[src/rtl/key_filter_if.sv]
// key_filter bus: raw button inputs and the filtered outputs.
// master = filter side, slave = consumer/driver side.
interface key_filter_if #(
  parameter int NUM_KEYS = 4
);
  logic [NUM_KEYS-1:0] keyin;
  logic [NUM_KEYS-1:0] key_level;
  logic [NUM_KEYS-1:0] key_press;
  logic [NUM_KEYS-1:0] key_release;

  modport master (
    input  keyin,
    output key_level,
    output key_press,
    output key_release
  );

  modport slave (
    output keyin,
    input  key_level,
    input  key_press,
    input  key_release
  );
endinterface

[src/rtl/key_filter.sv]
// Per-key synchroniser, debouncer and edge/auto-repeat pulser.
// Each key owns a 4-state FSM; all outputs are registered.
module key_filter #(
  parameter int NUM_KEYS        = 4,
  parameter int DEBOUNCE_CYCLES = 500000,
  parameter int REPEAT_DELAY    = 0,
  parameter int REPEAT_PERIOD   = 100000,
  parameter int KEY_ACTIVE_LOW  = 1
) (
  input  logic         clk,
  input  logic         rstn,
  key_filter_if.master bus
);

  localparam int DW = $clog2(DEBOUNCE_CYCLES + 1);
  localparam int RPT_MAX = (REPEAT_DELAY > REPEAT_PERIOD) ?
                           REPEAT_DELAY : REPEAT_PERIOD;
  localparam int RW = (RPT_MAX < 2) ? 1 : $clog2(RPT_MAX + 1);
  localparam int RD_M1 = (REPEAT_DELAY > 0) ? REPEAT_DELAY - 1 : 0;
  localparam int RP_M1 = (REPEAT_PERIOD > 1) ? REPEAT_PERIOD - 1 : 0;

  localparam logic [DW-1:0] DB_LAST = DW'(DEBOUNCE_CYCLES);
  localparam logic [RW-1:0] RD_LAST = RW'(RD_M1);
  localparam logic [RW-1:0] RP_LAST = RW'(RP_M1);
  localparam bit RPT_EN = (REPEAT_DELAY != 0);
  localparam bit ACT_LOW = (KEY_ACTIVE_LOW != 0);
  localparam logic IDLE_RAW = ACT_LOW ? 1'b1 : 1'b0;

  typedef enum logic [1:0] {
    IDLE,
    PRESS_DB,
    HELD,
    RELEASE_DB
  } state_e;

  logic [NUM_KEYS-1:0] s1_q;
  logic [NUM_KEYS-1:0] s2_q;
  logic [NUM_KEYS-1:0] p;

  state_e        st_q  [NUM_KEYS];
  state_e        st_d  [NUM_KEYS];
  logic [DW-1:0] cnt_q [NUM_KEYS];
  logic [DW-1:0] cnt_d [NUM_KEYS];
  logic [RW-1:0] rpt_q [NUM_KEYS];
  logic [RW-1:0] rpt_d [NUM_KEYS];

  logic [NUM_KEYS-1:0] armed_q, armed_d;
  logic [NUM_KEYS-1:0] level_q, level_d;
  logic [NUM_KEYS-1:0] press_q, press_d;
  logic [NUM_KEYS-1:0] rel_q, rel_d;

  // Two-flop synchroniser; reset parks it at the released raw level.
  always_ff @(posedge clk) begin
    if (!rstn) begin
      s1_q <= {NUM_KEYS{IDLE_RAW}};
      s2_q <= {NUM_KEYS{IDLE_RAW}};
    end else begin
      s1_q <= bus.keyin;
      s2_q <= s1_q;
    end
  end

  assign p = ACT_LOW ? ~s2_q : s2_q;

  // Next-state logic for every key's debounce / repeat FSM.
  always_comb begin
    for (int i = 0; i < NUM_KEYS; i++) begin
      st_d[i]    = st_q[i];
      cnt_d[i]   = cnt_q[i];
      rpt_d[i]   = rpt_q[i];
      armed_d[i] = armed_q[i];
      level_d[i] = level_q[i];
      press_d[i] = 1'b0;
      rel_d[i]   = 1'b0;
      unique case (st_q[i])
        IDLE: begin
          if (p[i]) begin
            st_d[i]  = PRESS_DB;
            cnt_d[i] = DW'(1);
          end
        end
        PRESS_DB: begin
          if (!p[i]) begin
            st_d[i]  = IDLE;
            cnt_d[i] = '0;
          end else if (cnt_q[i] == DB_LAST) begin
            st_d[i]    = HELD;
            cnt_d[i]   = '0;
            rpt_d[i]   = '0;
            armed_d[i] = 1'b0;
            press_d[i] = 1'b1;
            level_d[i] = 1'b1;
          end else begin
            cnt_d[i] = cnt_q[i] + DW'(1);
          end
        end
        HELD: begin
          if (!p[i]) begin
            st_d[i]  = RELEASE_DB;
            cnt_d[i] = DW'(1);
          end else if (RPT_EN) begin
            if (armed_q[i] ? (rpt_q[i] == RP_LAST)
                           : (rpt_q[i] == RD_LAST)) begin
              press_d[i] = 1'b1;
              rpt_d[i]   = '0;
              armed_d[i] = 1'b1;
            end else begin
              rpt_d[i] = rpt_q[i] + RW'(1);
            end
          end
        end
        RELEASE_DB: begin
          if (p[i]) begin
            st_d[i]    = HELD;
            cnt_d[i]   = '0;
            rpt_d[i]   = '0;
            armed_d[i] = 1'b0;
          end else if (cnt_q[i] == DB_LAST) begin
            st_d[i]    = IDLE;
            cnt_d[i]   = '0;
            rel_d[i]   = 1'b1;
            level_d[i] = 1'b0;
          end else begin
            cnt_d[i] = cnt_q[i] + DW'(1);
          end
        end
      endcase
    end
  end

  // State, counter and output registers; reset drops everything silently.
  always_ff @(posedge clk) begin
    if (!rstn) begin
      for (int i = 0; i < NUM_KEYS; i++) begin
        st_q[i]  <= IDLE;
        cnt_q[i] <= '0;
        rpt_q[i] <= '0;
      end
      armed_q <= '0;
      level_q <= '0;
      press_q <= '0;
      rel_q   <= '0;
    end else begin
      for (int i = 0; i < NUM_KEYS; i++) begin
        st_q[i]  <= st_d[i];
        cnt_q[i] <= cnt_d[i];
        rpt_q[i] <= rpt_d[i];
      end
      armed_q <= armed_d;
      level_q <= level_d;
      press_q <= press_d;
      rel_q   <= rel_d;
    end
  end

  assign bus.key_level   = level_q;
  assign bus.key_press   = press_q;
  assign bus.key_release = rel_q;

endmodule

[src/flat_wrapper.sv]
// flat-port wrapper written by rule: the top's interface ports become plain ports
module key_filter_flat 
#(
  parameter int NUM_KEYS        = 4,
  parameter int DEBOUNCE_CYCLES = 500000,
  parameter int REPEAT_DELAY    = 0,
  parameter int REPEAT_PERIOD   = 100000,
  parameter int KEY_ACTIVE_LOW  = 1
)
  (clk, rstn, bus_keyin, bus_key_level, bus_key_press, bus_key_release);
  key_filter_if #(.NUM_KEYS(NUM_KEYS)) bus_i ();
  input  logic clk;
  input  logic rstn;
  input wire logic [$bits(bus_i.keyin)-1:0] bus_keyin;
  output wire logic [$bits(bus_i.key_level)-1:0] bus_key_level;
  output wire logic [$bits(bus_i.key_press)-1:0] bus_key_press;
  output wire logic [$bits(bus_i.key_release)-1:0] bus_key_release;
  assign bus_i.keyin = bus_keyin;
  assign bus_key_level = bus_i.key_level;
  assign bus_key_press = bus_i.key_press;
  assign bus_key_release = bus_i.key_release;
  key_filter #(.NUM_KEYS(NUM_KEYS), .DEBOUNCE_CYCLES(DEBOUNCE_CYCLES), .REPEAT_DELAY(REPEAT_DELAY), .REPEAT_PERIOD(REPEAT_PERIOD), .KEY_ACTIVE_LOW(KEY_ACTIVE_LOW)) u_core (.clk(clk), .rstn(rstn), .bus(bus_i));
endmodule
[config.mk]
export PLATFORM = sky130hd
export DESIGN_NAME = key_filter_flat
export DESIGN_NICKNAME = d
export VERILOG_FILES = /design/src/rtl/key_filter_if.sv /design/src/rtl/key_filter.sv /design/src/flat_wrapper.sv
export SDC_FILE = /design/constraint.sdc
export NUM_CORES = 1
export LEC_CHECK = 0
export CORE_ASPECT_RATIO = 0.7
export CORE_UTILIZATION = 56
export CTS_BUF_LIST = sky130_fd_sc_hd__clkbuf_16
export DETAILED_ROUTE_END_ITERATION = 12
export PLACE_DENSITY = 0.84
export SYNTH_ARGS = -nofsm -noshare
export SYNTH_HDL_FRONTEND = slang
export SYNTH_SLANG_ARGS = --single-unit
[constraint.sdc]
create_clock -name clk -period 2.8 [get_ports clk]
set_input_delay 0.42 -clock clk [delete_from_list [all_inputs] [get_ports clk]]
set_output_delay 0.42 -clock clk [all_outputs]
set_load 0.01 [all_outputs]
==> out/results.txt <==
Die Ht - 84.1 um
final worst path period share - 82.1%
largest net degree at the start of global routing - 49
Unique masters post-synth - 65
synth top area cells - dfxtp_1 (39%), nand2_1 (5.6%), nand3_1 (4.5%), a31oi_1 (3.6%), a21oi_1 (3.3%)
most frequent cells in the layout - dfxtp_1 (104), nand2_1 (81), nand3_1 (48), a21oi_1 (36)
DRT antenna net count - 0
total number of vias - 5,045
post-synth top area share - 38.6%
DRT Pass-1 Iters - 5
Hold Path Class - reg -> reg
CTS max path bufs - 2
nature of the critical path endpoint - flop
Max VDD drop - 406 uV
CTS Root Cell - clkbuf_16
Die W - 119 um
Tot GR Track Use - 25.8%
FILL cells - 769
Final Max Slew Viols - 0
I/O Pins - 18
# DRC - 0
number of synthesized flops with an enable pin - 0
CTS buffer count - 9
HPWL Detailed - 8410 um
final worst slack - 0.502 ns
input/output buffers - 17
Starting Density - 58.5%
DR WL/cell - 15.3 um
leak pwr - 1.93 nW
Seq/Total Area, Yosys - 38.6%
Async S/R FF share, synth - 0%
final-report hold violation count - 0
syn nets - 689
TritonCTS clock tree - built
Post-CTS Setup Bufs - 0
Max Freq - 435 MHz
area grow syn2layout - 10.1%
Final Util - 64.4%
Overflow after GRT - 0
P per Cell Area - 495 nW/um2
ys flop type - dfxtp_1
Core Rows - 29
initial antenna violation count - 0
number of global-route vias before repair - 4,610
clk sink count - 104
leading cell type in the layout, fill and taps excluded - dfxtp_1
core box area - 9220 um2
outcome - finished clean
Post-Place Worst Slack - 0.522 ns
Clock transition at path regs - 0.07 ns
layout cells sized above 1 - 5.41%
via density per instance - 6.24
Mean Syn Cell Area - 8.06 um2
crit path launch type - flop
Worst-Margin Slew - 1.03 ns
global-route wire length before repair - 21,300 um
cts-stage hold buffer count - 0
Crit path arrival time - 2.51 ns
relative slew slack - 31.2%
area leader, netlist - dfxtp_1
Max-Cap Viols - 0
fin crit period - 2.30 ns
CP max FO - 18
Clock Skews - 0.00949 ns
RePlAce Congestion - 0.917
Synth Cell Area - 5390 um2
Crit Path Class - reg -> reg
Worst Path Required - 3.02 ns
setup TNS - 0 ns
Die Area - 10,000 um2
drt first-iter violations - 388
Finish-stage setup viols - 0
final layout net count - 699
PostCTS Resize Cnt - 0
Hold Worst Slack - 0.408 ns
Post-Syn Instances - 669
Yosys warnings - 0
Antenna Cells - 0
routed wire length - 12,400 um
# H-tree levels - 3
post-synthesis register bit count - 104
worst-skew pair later-pin latency - 0.35 ns
RSZ-0062 raised after global routing - false
## final cells by class
cell class              instances  area (um2)  share of cell area (%)
repair buffers                 29         255                    4.30
clock inverters                 7        40.0                   0.674
flip-flops and latches        104        2080                    35.1
multi-input cells             503        3060                    51.5
clock buffers                   9         225                    3.79
well taps                     124         155                    2.61
inverters                      32         120                    2.02
## critical path: stages, from the launching register on
cell      delay (ns)
dfxtp_1         0.37
or4b_1          0.55
or3_4           0.36
o21a_1          0.41
o311ai_2        0.34
o41ai_1         0.13
## metrics by stage
stage | power [mW] | instances | instance area [um2]
final | 2.94 | 808 | 5940
after global routing | 3.04 | 808 | 5940
after CTS | 2.95 | 808 | 5940
after detailed placement | 1.82 | 792 | 5670
after global placement | 1.80 | 792 | 5670
after floorplan | 1.73 | 669 | 5390
## Yosys cell counts (2+ instances only)
library cell,n
a211o_1,2
a211oi_1,3
a21bo_2,2
a21o_1,3
a21oi_1,36
a22o_1,8
a311oi_1,2
a31oi_1,31
a41oi_1,2
and2_1,8
and3_1,16
and4_1,7
buf_2,4
clkbuf_1,23
dfxtp_1,104
ha_1,14
inv_1,32
mux2i_1,8
nand2_1,81
nand2b_1,11
nand3_1,48
nand3b_1,5
nand4_1,24
nand4b_1,2
nor2_1,31
nor2b_1,4
nor3_1,16
nor4_1,11
nor4b_1,3
nor4bb_1,2
o211ai_1,5
o21a_1,6
o21ai_0,34
o221ai_1,4
o22ai_1,3
o311ai_0,2
o41ai_1,2
or3_1,24
or4_1,9
or4b_1,2
xnor2_1,11
## path summary, 6_finish.rpt
path                       from             end  slack (ns)  cells past startpoint
min              u_core.s1_q[3]  u_core.s2_q[3]        0.41                      1
max          u_core.cnt_q[3][2]            flop        0.50                      5
max reg2reg  u_core.cnt_q[3][2]            flop        0.50                      5
min reg2reg      u_core.s1_q[3]  u_core.s2_q[3]        0.41                      1
## sequential cells by signal, summed over array words and instances (netlist names), named ones only
signal	flops
u_core.bus.key_level	4
u_core.bus.key_press	4
u_core.cnt_q	76
u_core.bus.key_release	4
u_core.st_q	4
u_core.s2_q	4
u_core.s1_q	4
## cell families after synthesis
kind of cell	count (synthesis)	share of synthesized area, %
multiplexers	8	1.49
XOR/XNOR	11	1.79
flip-flops	104	38.6
adder cells (fa/ha/maj)	14	3.25
buffers and inverters	62	4.62
AND/OR/NAND/NOR	314	31.7
AO/OA/AOI/OAI	156	18.6
## routing by layer
| layer | share of wire [%] | track usage (%) | vias to the layer above |
|---|---|---|---|
| met5 | 0 | 0 | - |
| li1 | - | - | 2490 |
| met3 | 5.6 | 6.22 | 12 |
| met1 | 48 | 34.0 | 2395 |
| met4 | 0.82 | 7.02 | 0 |
| met2 | 45 | 42.0 | 148 |
## power breakdown
group	total, mW	switching [mW]	internal (mW)
clock network	1.15	0.558	0.594
logic	0.259	0.171	0.0885
registers	1.53	0.0251	1.50
total	2.94	0.754	2.19
(Power assumes the default switching activity.)
